$ cat src/rtl/axi_rd_arbiter.sv
// axi_rd_arbiter: shares one AXI4-Lite read master between instr (port 0) and data (port 1), one transaction at a time
// Define AXI_RD_ARB_RR_EN for round-robin tie-breaking; otherwise port 1 wins ties.
module axi_rd_arbiter #(
  parameter int ADDR_W = 32,
  parameter int DATA_W = 32
) (
  input  logic                   clk,
  input  logic                   reset,
  input  logic [1:0]             s_arvalid,
  output logic [1:0]             s_arready,
  input  logic [1:0][ADDR_W-1:0] s_araddr,
  input  logic [1:0][2:0]        s_arprot,
  output logic [1:0]             s_rvalid,
  input  logic [1:0]             s_rready,
  output logic [DATA_W-1:0]      s_rdata,
  output logic [1:0]             s_rresp,
  output logic                   m_arvalid,
  input  logic                   m_arready,
  output logic [ADDR_W-1:0]      m_araddr,
  output logic [2:0]             m_arprot,
  input  logic                   m_rvalid,
  output logic                   m_rready,
  input  logic [DATA_W-1:0]      m_rdata,
  input  logic [1:0]             m_rresp
);
  typedef enum logic [1:0] {IDLE, ADDR, DATA} state_t;
  state_t state, state_nxt;
  logic gnt, g, take;
  assign take = state == IDLE && |s_arvalid;
`ifdef AXI_RD_ARB_RR_EN
  logic last;
  assign g = &s_arvalid ? ~last : s_arvalid[1];
  always_ff @(posedge clk)
    if (reset) last <= 1'b1;
    else if (take) last <= g;
`else
  assign g = s_arvalid[1];
`endif
  always_ff @(posedge clk)
    if (reset) state <= IDLE;
    else state <= state_nxt;
  always_comb
    state_nxt = state == IDLE ? (take ? ADDR : IDLE) :
                state == ADDR ? (m_arready ? DATA : ADDR) :
                (m_rvalid && m_rready ? IDLE : DATA);
  always_ff @(posedge clk)
    if (reset) begin
      m_arvalid <= 1'b0;
      m_araddr  <= '0;
      m_arprot  <= '0;
      gnt       <= 1'b0;
    end else begin
      m_arvalid <= take | (m_arvalid & ~m_arready);
      if (take) begin
        m_araddr <= s_araddr[g];
        m_arprot <= s_arprot[g];
        gnt      <= g;
      end
    end
  always_comb begin
    s_arready = take ? (g ? 2'b10 : 2'b01) : 2'b00;
    m_rready  = state == DATA && s_rready[gnt];
    s_rvalid  = (state == DATA && m_rvalid) ? (gnt ? 2'b10 : 2'b01) : 2'b00;
    s_rdata   = state == DATA ? m_rdata : '0;
    s_rresp   = state == DATA ? m_rresp : '0;
  end
endmodule

$ cat config.mk
export PLATFORM = sky130hd
export DESIGN_NAME = axi_rd_arbiter
export DESIGN_NICKNAME = d
export VERILOG_FILES = /design/src/rtl/axi_rd_arbiter.sv
export SDC_FILE = /design/constraint.sdc
export NUM_CORES = 1
export LEC_CHECK = 0
export CAP_MARGIN = 20
export CORE_AREA = 8 8 89 91
export CTS_CLUSTER_DIAMETER = 150
export DETAILED_ROUTE_END_ITERATION = 8
export DIE_AREA = 0 0 97 99
export PLACE_DENSITY_LB_ADDON = 0.3
export SLEW_MARGIN = 5
export SYNTH_ARGS = -nofsm -noshare
export SYNTH_HDL_FRONTEND = slang
export SYNTH_SLANG_ARGS = --single-unit
$ cat constraint.sdc
create_clock -name clk -period 2.1 [get_ports clk]
set_clock_uncertainty 0.1 [all_clocks]
set_input_delay 0.63 -clock clk [delete_from_list [all_inputs] [get_ports clk]]
set_output_delay 0.63 -clock clk [all_outputs]
set_load 0.1 [all_outputs]
## Word level (Yosys, flattened, before mapping)

Cells that the tools add are included.
W data, S select, Z words.

| operators by class | value |
|---|---|
| eq/ne operators | 2 |
| bitwise logic cells | 3 |
| muxes and demuxes | 17 |
| reduce and logical (&&, ||, !) cells | 6 |
| order comparisons | 2 |

Operators with widths:

| cell | count |
|---|---|
| $mux W32 | 3 |
| $mux W2 | 9 |
| $mux W3 | 2 |
| $logic_and A1 B1 Y1 | 4 |
| $lt A1 B2 Y1 const B | 2 |
| $mux W1 | 3 |
| $eq A2 B1 Y1 const B | 1 |
| $eq A2 B2 Y1 const B | 1 |
| $logic_not A2 Y1 | 1 |
| $reduce_or A2 Y1 | 1 |
| $and A1 B1 Y1 | 1 |
| $not A1 Y1 | 1 |
| $or A1 B1 Y1 | 1 |

| word-level totals | value |
|---|---|
| bits in registers | 39 |
| input port bits | 112 |
| word-level logic and storage cells | 35 |

## Longest topological paths before layout

| depth | value |
|---|---|
| depth after elaboration | 7 |
| gate-level depth with buffers | 5 |
| gate-level depth less buffers | 3 |

## Worst setup path before layout

No wires, ideal clock.

| timing | value |
|---|---|
| kind | input-to-reg |
| from | input port s_arvalid[1] |
| to | register m_araddr[0] |
| cell stages on the path | 5 |
| setup slack | -1138 ps |
| arrival time | 3076 ps |
| buffers on the path | 2 |
| path through | nor4b_2 -> and2b_1 -> buf_6 -> buf_8 -> a221o_1 |

| between the ends | value |
|---|---|
| cells in the longest elaborated chain, start to end | 2 |
| elaborated cells between the ends (all ways) | 4 |
| classes of those cells | 2 x mux; 2 x reduce/logical |

Ends and longest elaborated chain:

| what | line | source |
|---|---|---|
| from (decl) | 9 | `input logic [1:0] s_arvalid,` |
| $mux W32 (implied by the code) or $reduce_or A2 Y1 (tied branches) | 55, 29 |  |
| $mux W32 (implied by the code) or $logic_and A1 B1 Y1 (tied branches) | 55, 29 |  |
| to (signal assigned) | 55 | `m_araddr <= s_araddr[g];` |
| to (decl) | 19 | `output logic [ADDR_W-1:0] m_araddr,` |

Parallel ways exist; a longest one is shown, timed or not. The select of a mux whose other input is x is not followed.
A chain may end at the register's enable or synchronous reset.

## Worst setup path after layout

| timing | value |
|---|---|
| from | register state[0] |
| to | output port s_rvalid[1] |

| between the ends | value |
|---|---|
| cells in the longest elaborated chain, start to end | 3 |

Ends and longest elaborated chain:

| what | line | source |
|---|---|---|
| from (decl) | 27 | `state_t state, state_nxt;` |
| from (signal assigned) | 41 | `else state <= state_nxt;` |
| $eq A2 B2 Y1 | 63 | `s_rvalid = (state == DATA && m_rvalid) ? (gnt ? 2'b10 : 2'b01) : 2'b00;` |
| $logic_and A1 B1 Y1 | 63 |  |
| $mux W2 | 63 |  |
| to (decl) | 13 | `output logic [1:0] s_rvalid,` |

No other way between the ends.

==> metrics.md <==
| Metric | Value |
|---|---|
| Hold Buf Count CTS | `0` |
| Hold Path Depth | `2` |
| Placer Congestion | `0.753` |
| Cell chosen for the clock root | `clkbuf_8` |
| CTS tree | `yes` |
| Final Hold Violating Endpoints | `0` |
| Crit path largest cell delay | `310 ps` |
| I/O Pins | `187` |
| Fill cell count | `479` |
| Hold_ws | `418 ps` |
| Setup slack, reg-to-reg | `340 ps` |
| Largest net degree at the start of global routing | `38` |
| Initial antenna violation count | `0` |
| R2R depth | `7` |
| GR Util All Layers | `0.170` |
| Critical Path End Type | `output port` |
| CP top delay family | `simple AND/OR/NAND/NOR gates` |
| Final net count | `488` |
| Drt pass-1 iters | `4` |
| Worst path arrival time | `1390 ps` |
| Synthesized net count | `294` |
| Final setup margin | `-15.8 ps` |
| Cells after synthesis | `182` |
| Max VDD drop | `0.448 mV` |
| Share of cells above drive strength 1 | `0.395` |
| Vias | `2161` |
| Routed Wire Length | `8.43 mm` |
| Leakage | `2.02 nW` |
| CP max stage cell | `dfxtp_1` |
| Status | `complete, but fails checks` |
| Core ar. | `0.00657 sq mm` |
| Minimum clock period | `2120 ps` |
| Setup-failing EPs final | `2` |
| Mapped Area | `0.00184 sq mm` |
| # diodes | `0` |
| Die X-Extent | `97 um` |
| Failing checks | `negative setup slack` |
| Most frequent CP cell | `buf_12` |
| Die Ht | `99 um` |
| Setup crit start kind | `flip-flop` |
| Worst R2R Start | `state[0]` |
| Area growth, synth to finish | `160%` |
| Grt ovf | `0` |
| Final Max Slew Viols | `0` |
| # DRC | `0` |
| WS Path Type | `reg -> out` |
| Iter 0 DRT Violations | `26` |
| RSZ-0062 raised after global routing | `true` |
| Setup tns final | `-17.6 ps` |
| Initial core utilization | `0.280` |
| CTS Sinks | `39` |
| Pwr/cell area | `642 mW/mm^2` |
| CP max FO | `37` |
| Crit path cell chain | `and2b_2, buf_12, and3_4, buf_12` |
| H-tree levels | `2` |
| Clock buffer depth | `2` |
| Crit share post-route | `1.01` |
| Seq cells post-synth | `39` |
| Hold WC Path Type | `reg -> reg` |
| First-pass GRT wire length | `13.1 mm` |
| Cts bufs inserted | `5` |
| FP Rows | `30` |
| I/O Buffers | `186` |
| Post-synth cell types | `25` |
| Post-synthesis sequential area ratio | `0.424` |
| Worst Hold Launch | `m_arvalid` |
| Hold Path Sink | `m_arvalid` |
| Final ANT Viol Nets | `0` |
| Worst slew margin | `0.785` |
| Non-Filler Instances | `457` |
| DIE AREA | `0.00960 sq mm` |
| Maximum clock frequency | `473 MHz` |
| Avg Cell Area, Syn | `10.1 sq um` |
| Max-cap viol count | `0` |
| Fin util | `0.728` |
| Vias in the first global route | `2425` |
| Clock Latency Late Sink | `280 ps` |
| R2R Path End | `m_araddr[15]` |
| Placed instance count | `448` |
| Worst Tran Pin Value | `322 ps` |
| Yosys warning total | `0` |
| Avg WL per Cell | `18.5 um` |
| Critical Path RT | `1370 ps` |
| Clk slew on worst S/H paths | `70 ps` |
| Worst path bufs/invs | `2` |
| Post-DR vias/cell | `4.73` |
| Hpwl dp | `7.30 mm` |
[synthesized netlist by cell type]
cell,n,share of area
and2b_2,1,0.0048
or2_2,1,0.0034
a21oi_2,1,0.0048
nand2b_1,1,0.0034
nand2_1,3,0.0061
nor4b_4,1,0.013
and3_1,1,0.0034
and2b_1,1,0.0041
nor4b_2,1,0.0082
o21ba_2,1,0.0054
buf_2,3,0.0082
and2_1,70,0.24
a221o_1,30,0.16
mux2i_1,1,0.0054
a221o_2,5,0.031
nor2b_1,1,0.0034
a21oi_1,3,0.0082
inv_1,1,0.0020
nor2_1,3,0.0061
buf_6,1,0.0061
o21ai_0,2,0.0054
buf_8,3,0.024
clkbuf_1,7,0.014
dfxtp_1,39,0.42
a21boi_0,1,0.0041
[how the worst max path moves through the flow]
stage	startpoint	slack [ps]	cells after the start	end
6_report	state[0]	-20	4	s_rvalid[1]
5_1_grt	state[0]	-70	5	s_rvalid[0]
3_5_place_dp	s_arvalid[1]	-340	3	s_arready[0]
4_1_cts	state[0]	-30	4	s_rvalid[1]
2_1_floorplan	s_arvalid[1]	-410	5	m_araddr[0]
3_3_place_gp	s_arvalid[1]	-300	3	s_arready[0]
[worst register-to-register path, delay by kind of cell (launching register included)]
kind | cells | cell delay, ps
buffers and inverters | 4 | 610
and+or+nand+nor | 2 | 490
DFF | 1 | 310
AOI/OAI and AO/OA | 1 | 200
[per-stage QoR]
step           area [sq um]  power, mW  setup slack (ps)
6_report               4780       3.07             -15.8
5_1_grt                4780       3.18             -69.0
4_1_cts                4770       3.10             -29.0
3_5_place_dp           4730       2.62              -336
3_3_place_gp           4730       2.60              -301
2_1_floorplan          1950       1.83              -412
[flip-flops by register name, indices dropped and copies added, names as in the netlist]
signal	count
m_araddr	32
m_arprot	3
state	2
gnt	1
m_arvalid	1
[cells in the final DEF (no fill, tap or decap), drive strengths merged, types with 3 or more instances in the layout]
cell type / n
buf: 91
clkdlybuf4s50: 72
and2: 70
dfxtp: 39
dlygate4sd2: 37
a221o: 35
clkbuf: 6
a21oi: 4
nor2: 3
nand2: 3
[power breakdown]
group	switching, mW	internal (mW)
Combinational	0.972	0.699
Clock	0.266	0.232
Sequential	0.0851	0.818
[metal layers]
layer | part of all wire | up-vias | GRT usage | wire length, um
li1 | - | 1037 | - | -
met1 | 0.39 | 980 | 0.179 | 3260
met2 | 0.49 | 135 | 0.294 | 4160
met3 | 0.11 | 9 | 0.0833 | 917
met4 | 0.011 | 0 | 0.0426 | 93
met5 | 0 | - | 0 | 0
[cell type report]
type,instances,area (sq um),area share
flip-flops and latches,39,781,0.163
clock inverters,2,12.5,0.00262
inverters,1,3.75,0.000785
multi-input cells,128,1090,0.227
well taps,80,100,0.0209
repair buffers,201,2730,0.570
clock buffers,6,72.6,0.0152
[cell families (layout without fill, tap and decap cells)]
family                 count (synthesis)  after routing  synth area share
buffers and inverters                 15            210            0.0551
DFF                                   39             39             0.424
AOI/OAI and AO/OA                     43             43             0.222
muxes                                  1              1           0.00544
and+or+nand+nor                       84             84             0.294
[what timing repair did]
item                                    4_1_cts  5_1_grt
pin swaps                                     2        1
resized for setup                            49        2
endpoints found under the setup margin       39       38
setup buffers                                 1        1
Note: power is estimated with default switching activity, not from simulation.
